===== config.mk =====
export PLATFORM = sky130hd
export DESIGN_NAME = universal_register
export DESIGN_NICKNAME = d
export VERILOG_FILES = /design/src/rtl/universal_register.sv
export SDC_FILE = /design/constraint.sdc
export NUM_CORES = 1
export LEC_CHECK = 0
export CAP_MARGIN = 20
export CORE_MARGIN = 3
export CORE_UTILIZATION = 45
export DETAILED_ROUTE_END_ITERATION = 10
export HOLD_SLACK_MARGIN = 0.06
export PLACE_DENSITY = 0.73
export SLEW_MARGIN = 20
export SYNTH_ARGS = -nofsm -noshare
export SYNTH_HDL_FRONTEND = slang
export SYNTH_SLANG_ARGS = --single-unit

===== constraint.sdc =====
create_clock -name CLK -period 3.6 [get_ports CLK]
set_clock_uncertainty 0.15 [all_clocks]
set_input_delay 0.72 -clock CLK [delete_from_list [all_inputs] [get_ports CLK]]
set_output_delay 0.72 -clock CLK [all_outputs]
set_load 0.03 [all_outputs]

===== src/rtl/universal_register.sv =====
// universal_register: WIDTH-bit register with load, increment/decrement,
// shifts and rotate, a registered carry/borrow/shift-out bit and a
// combinational zero flag. Synchronous active-low reset, soft clear.
module universal_register #(
  parameter int               WIDTH       = 11,
  parameter logic [WIDTH-1:0] RESET_VALUE = '0
) (
  input  logic             CLK,
  input  logic             clear_n,
  input  logic             clear,
  input  logic             enable,
  input  logic [2:0]       op,
  input  logic [WIDTH-1:0] in,
  input  logic             serial_in,
  output logic [WIDTH-1:0] Q,
  output logic             carry_out,
  output logic             zero
);

  typedef enum logic [2:0] {
    OP_HOLD = 3'b000,
    OP_LOAD = 3'b001,
    OP_INC  = 3'b010,
    OP_DEC  = 3'b011,
    OP_SHL  = 3'b100,
    OP_SHR  = 3'b101,
    OP_ASR  = 3'b110,
    OP_ROL  = 3'b111
  } op_e;

  localparam logic [WIDTH-1:0] ONE = {{(WIDTH-1){1'b0}}, 1'b1};

  logic [WIDTH-1:0] q_r;
  logic             carry_r;
  logic [WIDTH-1:0] next_q;
  logic             next_carry;

  // Result of the selected operation applied to the current Q.
  always_comb begin
    // NOTE: defaults first so every path assigns both outputs and no latch is inferred.
    next_q     = q_r;
    next_carry = carry_r;
    case (op_e'(op))
      OP_HOLD: begin
        next_q     = q_r;
        next_carry = carry_r;
      end
      OP_LOAD: begin
        next_q     = in;
        next_carry = 1'b0;
      end
      OP_INC: begin
        {next_carry, next_q} = {1'b0, q_r} + {1'b0, ONE};
      end
      OP_DEC: begin
        next_q     = q_r - ONE;
        next_carry = (q_r == '0);
      end
      OP_SHL: begin
        next_q     = {q_r[WIDTH-2:0], serial_in};
        next_carry = q_r[WIDTH-1];
      end
      OP_SHR: begin
        next_q     = {serial_in, q_r[WIDTH-1:1]};
        next_carry = q_r[0];
      end
      OP_ASR: begin
        next_q     = {q_r[WIDTH-1], q_r[WIDTH-1:1]};
        next_carry = q_r[0];
      end
      OP_ROL: begin
        next_q     = {q_r[WIDTH-2:0], q_r[WIDTH-1]};
        next_carry = q_r[WIDTH-1];
      end
      default: begin
        next_q     = q_r;
        next_carry = carry_r;
      end
    endcase
  end

  // State update: reset, then soft clear, then enabled operation, else hold.
  always_ff @(posedge CLK) begin
    // NOTE: non-blocking assignments so every register samples pre-edge values.
    if (!clear_n) begin
      q_r     <= RESET_VALUE;
      carry_r <= 1'b0;
    end else if (clear) begin
      q_r     <= '0;
      carry_r <= 1'b0;
    end else if (enable) begin
      q_r     <= next_q;
      carry_r <= next_carry;
    end
  end

  assign Q         = q_r;
  assign carry_out = carry_r;
  assign zero      = (q_r == '0);

endmodule

==> flow_results.xml, run 1 <==
<?xml version="1.0" encoding="UTF-8"?>
<metrics>
  <group name="floorplanning">
    <metric name="floorplan.die.width" unit="um">60.21</metric>
    <metric name="rows" unit="">19</metric>
    <metric name="pin_count" unit="">32</metric>
    <metric name="core_region_area" unit="um^2">2781</metric>
    <metric name="design.die.area" unit="um^2">3625</metric>
    <metric name="floorplan.initialDensity" unit="">0.4755</metric>
    <metric name="floorplan.die.height" unit="um">60.21</metric>
  </group>
  <group name="timing">
    <metric name="rsz0062_at_grt" unit="">false</metric>
    <metric name="report.final.hold_viol_count" unit="">0</metric>
    <metric name="maxClockFrequency" unit="MHz">321.4</metric>
    <metric name="slew_violations" unit="">0</metric>
    <metric name="report.final.setup_viol" unit="">0</metric>
    <metric name="final_setup_margin" unit="ns">0.4888</metric>
    <metric name="min_period_over_period" unit="">0.8642</metric>
    <metric name="max-slew-margin-rel" unit="">0.5500</metric>
    <metric name="final_tns_setup" unit="ns">0</metric>
    <metric name="timing_worst_slew_pin_value" unit="ns">0.6680</metric>
    <metric name="hold_slack" unit="ns">0.3323</metric>
    <metric name="layout_min_cycle_time" unit="ns">3.111</metric>
  </group>
  <group name="routing">
    <metric name="detail_route.iter0.violations" unit="">116</metric>
    <metric name="drtAntennaViolNets" unit="">0</metric>
    <metric name="wirelength" unit="um">4161</metric>
    <metric name="number_of_remaining_drc_errors" unit="">0</metric>
    <metric name="vias" unit="">1594</metric>
    <metric name="vias_per_cell" unit="">6.427</metric>
    <metric name="routedWlPerCell" unit="um">16.78</metric>
    <metric name="first_pass_iters" unit="">4</metric>
  </group>
  <group name="grt">
    <metric name="grt_use_met3" unit="">0.05184</metric>
    <metric name="gr-usage-met2" unit="">0.3719</metric>
    <metric name="global_route_wire_length_before_repair" unit="um">7162</metric>
    <metric name="antenna_found_initial" unit="">0</metric>
    <metric name="groute.usage.overall" unit="">0.2573</metric>
    <metric name="top_usage_layer" unit="">met2</metric>
    <metric name="globalRouteOverflowTotal" unit="">0</metric>
    <metric name="via_count_of_the_first_global_routing_pass" unit="">1476</metric>
    <metric name="grtUsageMet1" unit="">0.3705</metric>
    <metric name="grt_max_degree" unit="">18</metric>
  </group>
  <group name="worst_hold_path">
    <metric name="worst_hold_path.endpoint" unit="">carry_out$_SDFFE_PP0P_</metric>
    <metric name="hold_path_depth" unit="">1</metric>
    <metric name="hp-class" unit="">flop to flop</metric>
    <metric name="holdCritStartpoint" unit="">carry_out$_SDFFE_PP0P_</metric>
  </group>
  <group name="power">
    <metric name="power.density" unit="nW/um^2">253.1</metric>
    <metric name="vdd_ir_drop_max" unit="mV">0.2488</metric>
    <metric name="p_leak" unit="nW">0.6132</metric>
  </group>
  <group name="synth">
    <metric name="combined_area_of_all_synthesized_cells" unit="um^2">1323</metric>
    <metric name="asyncSetResetFlopFracSynth" unit="">0</metric>
    <metric name="synth_cell_types" unit="">50</metric>
    <metric name="count_of_warnings_emitted_by_yosys" unit="">0</metric>
    <metric name="synth_largest_type_area_fraction" unit="">0.1816</metric>
    <metric name="synth.yosys.seq_area_share" unit="">0.1816</metric>
    <metric name="synth.ff_latch_count" unit="">12</metric>
    <metric name="synthesis.instances" unit="">188</metric>
    <metric name="synthFlopType" unit="">dfxtp_1</metric>
    <metric name="postSynthNetCount" unit="">209</metric>
    <metric name="average_cell_area_after_synthesis" unit="um^2">7.035</metric>
    <metric name="netlist_top_cells_area" unit="">dfxtp_1, a21oi_1, o21ai_0, nand2_1, xnor2_1</metric>
    <metric name="number_of_enable_flip_flop_cells_after_synthesis" unit="">0</metric>
    <metric name="synthDominantAreaCellType" unit="">dfxtp_1</metric>
  </group>
  <group name="worst_setup_path">
    <metric name="crit_path_cell_trace" unit="">nor4_4 &gt; and3_2 &gt; and2_1 &gt; clkdlybuf4s50_1</metric>
    <metric name="critical_path.n_buffers_inverters" unit="">1</metric>
    <metric name="cp_max_fo" unit="">11</metric>
    <metric name="r2r_end" unit="">Q[10]$_SDFFE_PP0P_</metric>
    <metric name="endpoint_kind" unit="">primary output</metric>
    <metric name="worstRegToRegCells" unit="">5</metric>
    <metric name="r2r_slack" unit="ns">1.43</metric>
    <metric name="worst_path_dominant_cell_family" unit="">simple AND/OR/NAND/NOR gates</metric>
    <metric name="worstPathArrival" unit="ns">2.24</metric>
    <metric name="critical_path_required" unit="ns">2.73</metric>
    <metric name="critPathLaunchType" unit="">flop</metric>
    <metric name="timing.critical_path.slowest_cell_delay" unit="ns">0.66</metric>
    <metric name="worst_r2r_startpoint" unit="">Q[2]$_SDFFE_PP0P_</metric>
    <metric name="critical_path.slowest_cell" unit="">clkdlybuf4s50_1</metric>
    <metric name="crit_type" unit="">flop to primary output</metric>
  </group>
  <group name="clocking">
    <metric name="post_cts.repair.setup_buffers" unit="">0</metric>
    <metric name="maximum_number_of_buffers_from_clock_root_to_sink" unit="">2</metric>
    <metric name="cts_root_buf" unit="">clkbuf_4</metric>
    <metric name="clk_pin_slew_worst_paths" unit="ns">0.10</metric>
    <metric name="tritoncts_clock_tree" unit="">yes</metric>
    <metric name="tritoncts_num_sinks" unit="">12</metric>
    <metric name="number_of_h_tree_levels" unit="">1</metric>
    <metric name="cts_buffers" unit="">3</metric>
    <metric name="source_to_sink_clock_delay_at_the_later_pin_of_the_worst_skew_pair" unit="ns">0.30</metric>
    <metric name="postCtsHoldBufs" unit="">0</metric>
    <metric name="cts_resized" unit="">0</metric>
  </group>
  <group name="layout">
    <metric name="most-common-layout-cells" unit="">clkdlybuf4s50_1, nand2_1, a21oi_1, o21ai_0, nor2_1</metric>
    <metric name="final_layout_size_suffix_gt1_frac" unit="">0.06452</metric>
    <metric name="antenna-diode-count" unit="">0</metric>
    <metric name="layout_commonest_cell" unit="">clkdlybuf4s50_1</metric>
    <metric name="layout.nets" unit="">239</metric>
    <metric name="areaGrowthSynthToFinish" unit="%">27.63</metric>
    <metric name="fin_area" unit="um^2">1688</metric>
  </group>
  <group name="place">
    <metric name="gp_congestion" unit="">0.9638</metric>
    <metric name="io_buffers" unit="">31</metric>
    <metric name="detailedPlace.worstSlack" unit="ns">0.5480</metric>
    <metric name="post_dp_cell_area" unit="um^2">1652</metric>
    <metric name="hpwlAfterDp" unit="um">3152</metric>
  </group>
  <group name="flow_run">
    <metric name="maxCapViolations" unit="">0</metric>
  </group>
  <group name="outcome">
    <metric name="run_status" unit="">finished, final reports clean</metric>
  </group>
</metrics>
## layout make-up
| class | count | area [um^2] |
|---|---|---|
| clock buffer | 4 | 36.28 |
| timing repair buffer | 38 | 362.8 |
| inverter | 10 | 37.54 |
| multi-input combinational | 153 | 972.2 |
| tap | 31 | 38.79 |
| sequential | 12 | 240.2 |
| fill | 273 | 1094 |
## how the worst max path moves through the flow
stage	from	cells after the start	to
final	Q[2]$_SDFFE_PP0P_	4	zero
after global routing	Q[2]$_SDFFE_PP0P_	4	zero
after detailed placement	op[1]	6	Q[7]$_SDFFE_PP0P_
after global placement	op[0]	6	Q[1]$_SDFFE_PP0P_
after floorplan	Q[2]$_SDFFE_PP0P_	4	zero
after CTS	Q[2]$_SDFFE_PP0P_	4	zero
## state kept, by name, summed over array words and instances, names as in the netlist
name and flops:
Q 11, carry_out 1
## metal layers
metal / share of wire / routed length [um] / up-vias
met4: 0.017 / 69 / 0
met5: 0 / 0 / -
met2: 0.44 / 1842 / 84
li1: - / - / 769
met3: 0.093 / 387 / 8
met1: 0.45 / 1862 / 733
## worst register-to-register path, stage by stage, from the launching register on
cell and delay, ns:
dfxtp_1 0.45, nor4_4 0.44, nand3_1 0.19, or4_1 0.49, a32oi_1 0.24, a31oi_1 0.11
## per-stage QoR
stage | utilization | power (mW) | std cells
after global placement | 0.5938 | 0.3056 | 244
final | 0.6068 | 0.4271 | 248
after detailed placement | 0.5938 | 0.3069 | 244
after CTS | 0.6068 | 0.4268 | 248
after floorplan | - | 0.2488 | 188
after global routing | 0.6068 | 0.4492 | 248
## kinds of logic (layout without fill, tap and decap cells)
logic type,after synthesis,in the layout,share of synthesized area
xor+xnor,9,9,0.05961
fa+ha+maj,2,2,0.01892
mux,2,2,0.01514
simple gates,74,74,0.3018
flops,12,12,0.1816
buf+inv,23,52,0.08326
compound gates,66,66,0.3397
## report_power, final
group | total, mW | internal (mW) | switching (mW)
registers | 0.147 | 0.137 | 0.00978
logic | 0.160 | 0.0735 | 0.0867
clock network | 0.120 | 0.0618 | 0.0587
total | 0.427 | 0.272 | 0.155
## Yosys cell counts (2+ instances only)
| cell | n |
|---|---|
| inv_1 | 10 |
| nand3b_1 | 2 |
| nor2b_1 | 4 |
| xor2_1 | 3 |
| a32oi_1 | 2 |
| o221ai_1 | 2 |
| a211oi_1 | 2 |
| ha_1 | 2 |
| a22o_1 | 4 |
| o31ai_1 | 3 |
| buf_6 | 2 |
| buf_2 | 4 |
| a211o_1 | 3 |
| a221oi_1 | 2 |
| a31oi_1 | 4 |
| o211ai_1 | 3 |
| nor3b_1 | 2 |
| nand2_1 | 18 |
| o21ai_0 | 14 |
| nand2b_1 | 5 |
| clkbuf_1 | 5 |
| nor3_1 | 4 |
| xnor2_1 | 6 |
| dfxtp_1 | 12 |
| a221o_1 | 3 |
| a21oi_1 | 15 |
| nor2_1 | 13 |
| mux2i_1 | 2 |
| nand4_1 | 2 |
| nand3_1 | 10 |
| or4_1 | 3 |
| and3_1 | 3 |
| nor4_1 | 2 |
(Power assumes the default switching activity.)
==> inputs of run 2 (changes only) <==
PLACE_DENSITY = 0.76   (was 0.73)
==> flow_results.xml, run 2 (synthesis results as in run 1) <==
<?xml version="1.0" encoding="UTF-8"?>
<metrics>
  <group name="routing">
    <metric name="wirelength" unit="um">4419</metric>
    <metric name="vias" unit="">1631</metric>
    <metric name="detail_route.iter0.violations" unit="">114</metric>
    <metric name="vias_per_cell" unit="">6.630</metric>
    <metric name="routedWlPerCell" unit="um">17.96</metric>
    <metric name="drtAntennaViolNets" unit="">0</metric>
    <metric name="number_of_remaining_drc_errors" unit="">2</metric>
    <metric name="first_pass_iters" unit="">8</metric>
  </group>
  <group name="clocking">
    <metric name="postCtsHoldBufs" unit="">0</metric>
    <metric name="source_to_sink_clock_delay_at_the_later_pin_of_the_worst_skew_pair" unit="ns">0.29</metric>
    <metric name="cts_resized" unit="">0</metric>
    <metric name="post_cts.repair.setup_buffers" unit="">0</metric>
    <metric name="cts_buffers" unit="">3</metric>
    <metric name="tritoncts_clock_tree" unit="">yes</metric>
    <metric name="cts_root_buf" unit="">clkbuf_4</metric>
    <metric name="maximum_number_of_buffers_from_clock_root_to_sink" unit="">2</metric>
    <metric name="number_of_h_tree_levels" unit="">1</metric>
    <metric name="clk_pin_slew_worst_paths" unit="ns">0.09</metric>
    <metric name="tritoncts_num_sinks" unit="">12</metric>
  </group>
  <group name="layout">
    <metric name="largest_register_ffs" unit="">11</metric>
    <metric name="layout.nets" unit="">237</metric>
    <metric name="final_layout_size_suffix_gt1_frac" unit="">0.05581</metric>
    <metric name="antenna-diode-count" unit="">0</metric>
    <metric name="areaGrowthSynthToFinish" unit="%">26.49</metric>
    <metric name="fin_area" unit="um^2">1673</metric>
    <metric name="layout_commonest_cell" unit="">clkdlybuf4s50_1</metric>
    <metric name="most-common-layout-cells" unit="">clkdlybuf4s50_1, nand2_1, a21oi_1, o21ai_0, nor2_1</metric>
    <metric name="layout.filler_cells" unit="">266</metric>
  </group>
  <group name="timing">
    <metric name="report.final.setup_viol" unit="">0</metric>
    <metric name="rsz0062_at_grt" unit="">false</metric>
    <metric name="layout_min_cycle_time" unit="ns">3.170</metric>
    <metric name="report.final.hold_viol_count" unit="">0</metric>
    <metric name="maxClockFrequency" unit="MHz">315.4</metric>
    <metric name="timing_worst_slew_pin_value" unit="ns">0.7011</metric>
    <metric name="slew_violations" unit="">0</metric>
    <metric name="hold_slack" unit="ns">0.3486</metric>
    <metric name="min_period_over_period" unit="">0.8806</metric>
    <metric name="max-slew-margin-rel" unit="">0.5297</metric>
    <metric name="final_tns_setup" unit="ns">0</metric>
    <metric name="final_setup_margin" unit="ns">0.4299</metric>
  </group>
  <group name="outcome">
    <metric name="violations" unit="">design-rule violations</metric>
    <metric name="run_status" unit="">finished, violations left</metric>
  </group>
  <group name="power">
    <metric name="switching_share" unit="">0.3625</metric>
    <metric name="sequentialPowerShare" unit="">0.346</metric>
    <metric name="power.share.combinational" unit="">0.377</metric>
    <metric name="power.density" unit="nW/um^2">253.9</metric>
    <metric name="net-switching-power" unit="mW">0.1540</metric>
    <metric name="p_int" unit="mW">0.2708</metric>
    <metric name="vdd_ir_drop_max" unit="mV">0.2170</metric>
    <metric name="power.share.clock" unit="">0.278</metric>
    <metric name="p_leak" unit="nW">0.6027</metric>
  </group>
  <group name="floorplanning">
    <metric name="core_region_area" unit="um^2">2781</metric>
    <metric name="floorplan.die.width" unit="um">60.21</metric>
    <metric name="pin_count" unit="">32</metric>
    <metric name="floorplan.die.height" unit="um">60.21</metric>
    <metric name="design.die.area" unit="um^2">3625</metric>
    <metric name="floorplan.initialDensity" unit="">0.4755</metric>
    <metric name="rows" unit="">19</metric>
  </group>
  <group name="flow_run">
    <metric name="maxCapViolations" unit="">0</metric>
  </group>
  <group name="grt">
    <metric name="grt_max_degree" unit="">15</metric>
    <metric name="globalRouteOverflowTotal" unit="">0</metric>
    <metric name="groute.usage.overall" unit="">0.2645</metric>
    <metric name="via_count_of_the_first_global_routing_pass" unit="">1434</metric>
    <metric name="antenna_found_initial" unit="">0</metric>
    <metric name="global_route_wire_length_before_repair" unit="um">7189</metric>
  </group>
  <group name="worst_setup_path">
    <metric name="critPathLaunchType" unit="">flop</metric>
    <metric name="endpoint_kind" unit="">primary output</metric>
    <metric name="cp_max_fo" unit="">11</metric>
    <metric name="worstPathArrival" unit="ns">2.30</metric>
    <metric name="crit_type" unit="">flop to primary output</metric>
    <metric name="critical_path_required" unit="ns">2.73</metric>
  </group>
  <group name="worst_hold_path">
    <metric name="hp-class" unit="">flop to flop</metric>
  </group>
  <group name="place">
    <metric name="gp_congestion" unit="">0.8933</metric>
    <metric name="post_dp_cell_area" unit="um^2">1637</metric>
    <metric name="detailedPlace.worstSlack" unit="ns">0.5564</metric>
    <metric name="hpwlAfterDp" unit="um">3302</metric>
    <metric name="io_buffers" unit="">31</metric>
  </group>
</metrics>
[run 2: cell types whose count changed in the layout (fill, tap and decap cells not counted), sizes merged]
cell  delta
buf      -2
[run 2: path summary, 6_finish.rpt]
check,cells past startpoint,slack [ns],startpoint,end
max,4,0.43,Q[2]$_SDFFE_PP0P_,zero
min,1,0.35,carry_out$_SDFFE_PP0P_,carry_out$_SDFFE_PP0P_
max reg2reg,5,1.34,Q[2]$_SDFFE_PP0P_,Q[10]$_SDFFE_PP0P_
min reg2reg,1,0.35,carry_out$_SDFFE_PP0P_,carry_out$_SDFFE_PP0P_
[run 2: critical path: stages, from the launching register on]
cell,delay [ns]
dfxtp_1,0.47
nor4_4,0.46
and3_2,0.29
and2_1,0.13
clkdlybuf4s50_1,0.66
[run 2: layer usage]
metal / up-vias / part of all wire / track usage
met1: 754 / 0.42 / 0.3708
met2: 101 / 0.45 / 0.3873
met3: 12 / 0.098 / 0.05184
li1: 764 / - / -
met5: - / 0 / 0
met4: 0 / 0.024 / 0.1139
[run 2: per-stage QoR]
step                      total power [mW]  cells  utilization
after floorplan                     0.2488    188            -
after global placement              0.3060    242       0.5884
after detailed placement            0.3072    242       0.5884
after CTS                           0.4259    246       0.6014
after global routing                0.4489    246       0.6014
final                               0.4248    246       0.6014
[run 2: layout make-up]
type,instances,area (um^2),share of cell area
Clock buffer,4,36.28,0.02169
Multi-Input combinational cell,153,972.2,0.5812
Timing Repair Buffer,36,347.8,0.2079
Tap cell,31,38.79,0.02319
Inverter,10,37.54,0.02244
Sequential cell,12,240.2,0.1436
[run 2: power by group through the flow]
stage / sequential (mW) / clock [mW] / combinational (mW)
floorplan: 0.152 / 0 / 0.0964
global placement: 0.150 / 0 / 0.156
detailed placement: 0.150 / 0 / 0.158
CTS: 0.147 / 0.121 / 0.158
global route: 0.148 / 0.127 / 0.174
finish: 0.147 / 0.118 / 0.160
==> inputs of run 3 (changes only) <==
PLACE_DENSITY = 0.74   (was 0.76)
==> flow_results.xml, run 3 (synthesis results as in run 1) <==
<?xml version="1.0" encoding="UTF-8"?>
<metrics>
  <group name="outcome">
    <metric name="run_status" unit="">finished, final reports clean</metric>
  </group>
  <group name="floorplanning">
    <metric name="floorplan.initialDensity" unit="">0.4755</metric>
    <metric name="core_region_area" unit="um^2">2781</metric>
    <metric name="rows" unit="">19</metric>
    <metric name="pin_count" unit="">32</metric>
    <metric name="floorplan.die.height" unit="um">60.21</metric>
    <metric name="floorplan.die.width" unit="um">60.21</metric>
    <metric name="design.die.area" unit="um^2">3625</metric>
  </group>
  <group name="clocking">
    <metric name="cts_buffers" unit="">3</metric>
    <metric name="post_cts.repair.setup_buffers" unit="">0</metric>
    <metric name="source_to_sink_clock_delay_at_the_later_pin_of_the_worst_skew_pair" unit="ns">0.29</metric>
    <metric name="clk_pin_slew_worst_paths" unit="ns">0.11</metric>
    <metric name="cts_root_buf" unit="">clkbuf_4</metric>
    <metric name="tritoncts_num_sinks" unit="">12</metric>
    <metric name="maximum_number_of_buffers_from_clock_root_to_sink" unit="">2</metric>
    <metric name="cts_resized" unit="">0</metric>
    <metric name="postCtsHoldBufs" unit="">0</metric>
    <metric name="tritoncts_clock_tree" unit="">yes</metric>
    <metric name="number_of_h_tree_levels" unit="">1</metric>
  </group>
  <group name="worst_setup_path">
    <metric name="crit_path_cell_trace" unit="">nor4_4 &gt; and3_2 &gt; and2_1 &gt; clkdlybuf4s50_1</metric>
    <metric name="crit_type" unit="">flop to primary output</metric>
    <metric name="critical_path.slowest_cell" unit="">clkdlybuf4s50_1</metric>
    <metric name="worstPathArrival" unit="ns">2.29</metric>
    <metric name="critPathLaunchType" unit="">flop</metric>
    <metric name="critical_path_required" unit="ns">2.73</metric>
    <metric name="endpoint_kind" unit="">primary output</metric>
    <metric name="cp_max_fo" unit="">11</metric>
    <metric name="timing.critical_path.slowest_cell_delay" unit="ns">0.66</metric>
  </group>
  <group name="timing">
    <metric name="slew_violations" unit="">0</metric>
    <metric name="report.final.setup_viol" unit="">0</metric>
    <metric name="max-slew-margin-rel" unit="">0.5937</metric>
    <metric name="report.final.hold_viol_count" unit="">0</metric>
    <metric name="min_period_over_period" unit="">0.8777</metric>
    <metric name="timing_worst_slew_pin_value" unit="ns">0.6030</metric>
    <metric name="layout_min_cycle_time" unit="ns">3.160</metric>
    <metric name="rsz0062_at_grt" unit="">false</metric>
    <metric name="final_setup_margin" unit="ns">0.4403</metric>
    <metric name="final_tns_setup" unit="ns">0</metric>
    <metric name="maxClockFrequency" unit="MHz">316.5</metric>
  </group>
  <group name="grt">
    <metric name="global_route_wire_length_before_repair" unit="um">6824</metric>
    <metric name="grt_max_degree" unit="">17</metric>
    <metric name="via_count_of_the_first_global_routing_pass" unit="">1404</metric>
    <metric name="groute.usage.overall" unit="">0.2468</metric>
    <metric name="antenna_found_initial" unit="">0</metric>
    <metric name="globalRouteOverflowTotal" unit="">0</metric>
  </group>
  <group name="worst_hold_path">
    <metric name="hp-class" unit="">flop to flop</metric>
  </group>
  <group name="layout">
    <metric name="final_layout_size_suffix_gt1_frac" unit="">0.05581</metric>
    <metric name="multiInputGateArea" unit="um^2">972.2</metric>
    <metric name="layout.filler_cells" unit="">273</metric>
    <metric name="largest_register_ffs" unit="">11</metric>
    <metric name="antenna-diode-count" unit="">0</metric>
    <metric name="layout.nets" unit="">237</metric>
    <metric name="areaGrowthSynthToFinish" unit="%">26.49</metric>
    <metric name="final-seq-area" unit="um^2">240.2</metric>
    <metric name="layout_commonest_cell" unit="">clkdlybuf4s50_1</metric>
    <metric name="most-common-layout-cells" unit="">clkdlybuf4s50_1, nand2_1, a21oi_1, o21ai_0, nor2_1</metric>
  </group>
  <group name="power">
    <metric name="p_leak" unit="nW">0.6027</metric>
    <metric name="vdd_ir_drop_max" unit="mV">0.1868</metric>
    <metric name="power.density" unit="nW/um^2">257.6</metric>
  </group>
  <group name="routing">
    <metric name="routedWlPerCell" unit="um">17.66</metric>
    <metric name="detail_route.iter0.violations" unit="">198</metric>
    <metric name="vias_per_cell" unit="">6.671</metric>
    <metric name="wirelength" unit="um">4345</metric>
    <metric name="number_of_remaining_drc_errors" unit="">0</metric>
    <metric name="drtAntennaViolNets" unit="">0</metric>
    <metric name="first_pass_iters" unit="">5</metric>
    <metric name="vias" unit="">1641</metric>
  </group>
  <group name="place">
    <metric name="hpwlAfterDp" unit="um">3253</metric>
    <metric name="detailedPlace.worstSlack" unit="ns">0.5808</metric>
    <metric name="gp_congestion" unit="">0.9415</metric>
    <metric name="io_buffers" unit="">31</metric>
  </group>
  <group name="flow_run">
    <metric name="maxCapViolations" unit="">0</metric>
  </group>
</metrics>
[run 3: layout make-up]
cell class	instances	area share
multi-input combinational	153	0.5812
timing repair buffer	36	0.2079
sequential	12	0.1436
tap	31	0.02319
inverter	10	0.02244
clock buffer	4	0.02169
[run 3: final timing paths]
check / endpoint / depth (start not counted) / slack (ns) / start
max: zero / 4 / 0.44 / Q[2]$_SDFFE_PP0P_
min: carry_out$_SDFFE_PP0P_ / 1 / 0.34 / carry_out$_SDFFE_PP0P_
max reg2reg: Q[10]$_SDFFE_PP0P_ / 5 / 1.38 / Q[2]$_SDFFE_PP0P_
min reg2reg: carry_out$_SDFFE_PP0P_ / 1 / 0.34 / carry_out$_SDFFE_PP0P_
[run 3: worst max-delay path: cells and delay by family, from the launching register on]
| family | cells | cell delay [ns] |
|---|---|---|
| AND/OR/NAND/NOR | 3 | 0.86 |
| buffers and inverters | 1 | 0.66 |
| flip-flops | 1 | 0.47 |
[run 3: metal layers]
layer | wire [um] | share of wire | global-route usage | vias up
met5 | 0 | 0 | 0 | -
met3 | 493 | 0.11 | 0.03240 | 22
met4 | 113 | 0.026 | 0.07911 | 0
met2 | 1918 | 0.44 | 0.3627 | 135
met1 | 1820 | 0.42 | 0.3659 | 723
li1 | - | - | - | 761
[run 3: where the power goes]
group          total [mW]  switching, mW  internal, mW
Combinational       0.160         0.0877        0.0724
Sequential          0.147        0.00995         0.137
Clock               0.124         0.0624        0.0616
Total               0.431          0.160         0.271
[run 3: metrics by stage]
step / hold slack (ns) / cells / instance area [um^2] / total power [mW] / utilization
finish: 0.3422 / 246 / 1673 / 0.4309 / 0.6014
global route: 0.3659 / 246 / 1673 / 0.4448 / 0.6014
CTS: 0.3411 / 246 / 1673 / 0.4251 / 0.6014
detailed placement: 0.3174 / 242 / 1637 / 0.3064 / 0.5884
global placement: 0.3481 / 242 / 1637 / 0.3051 / 0.5884
floorplan: 0.5023 / 188 / 1323 / 0.2488 / -
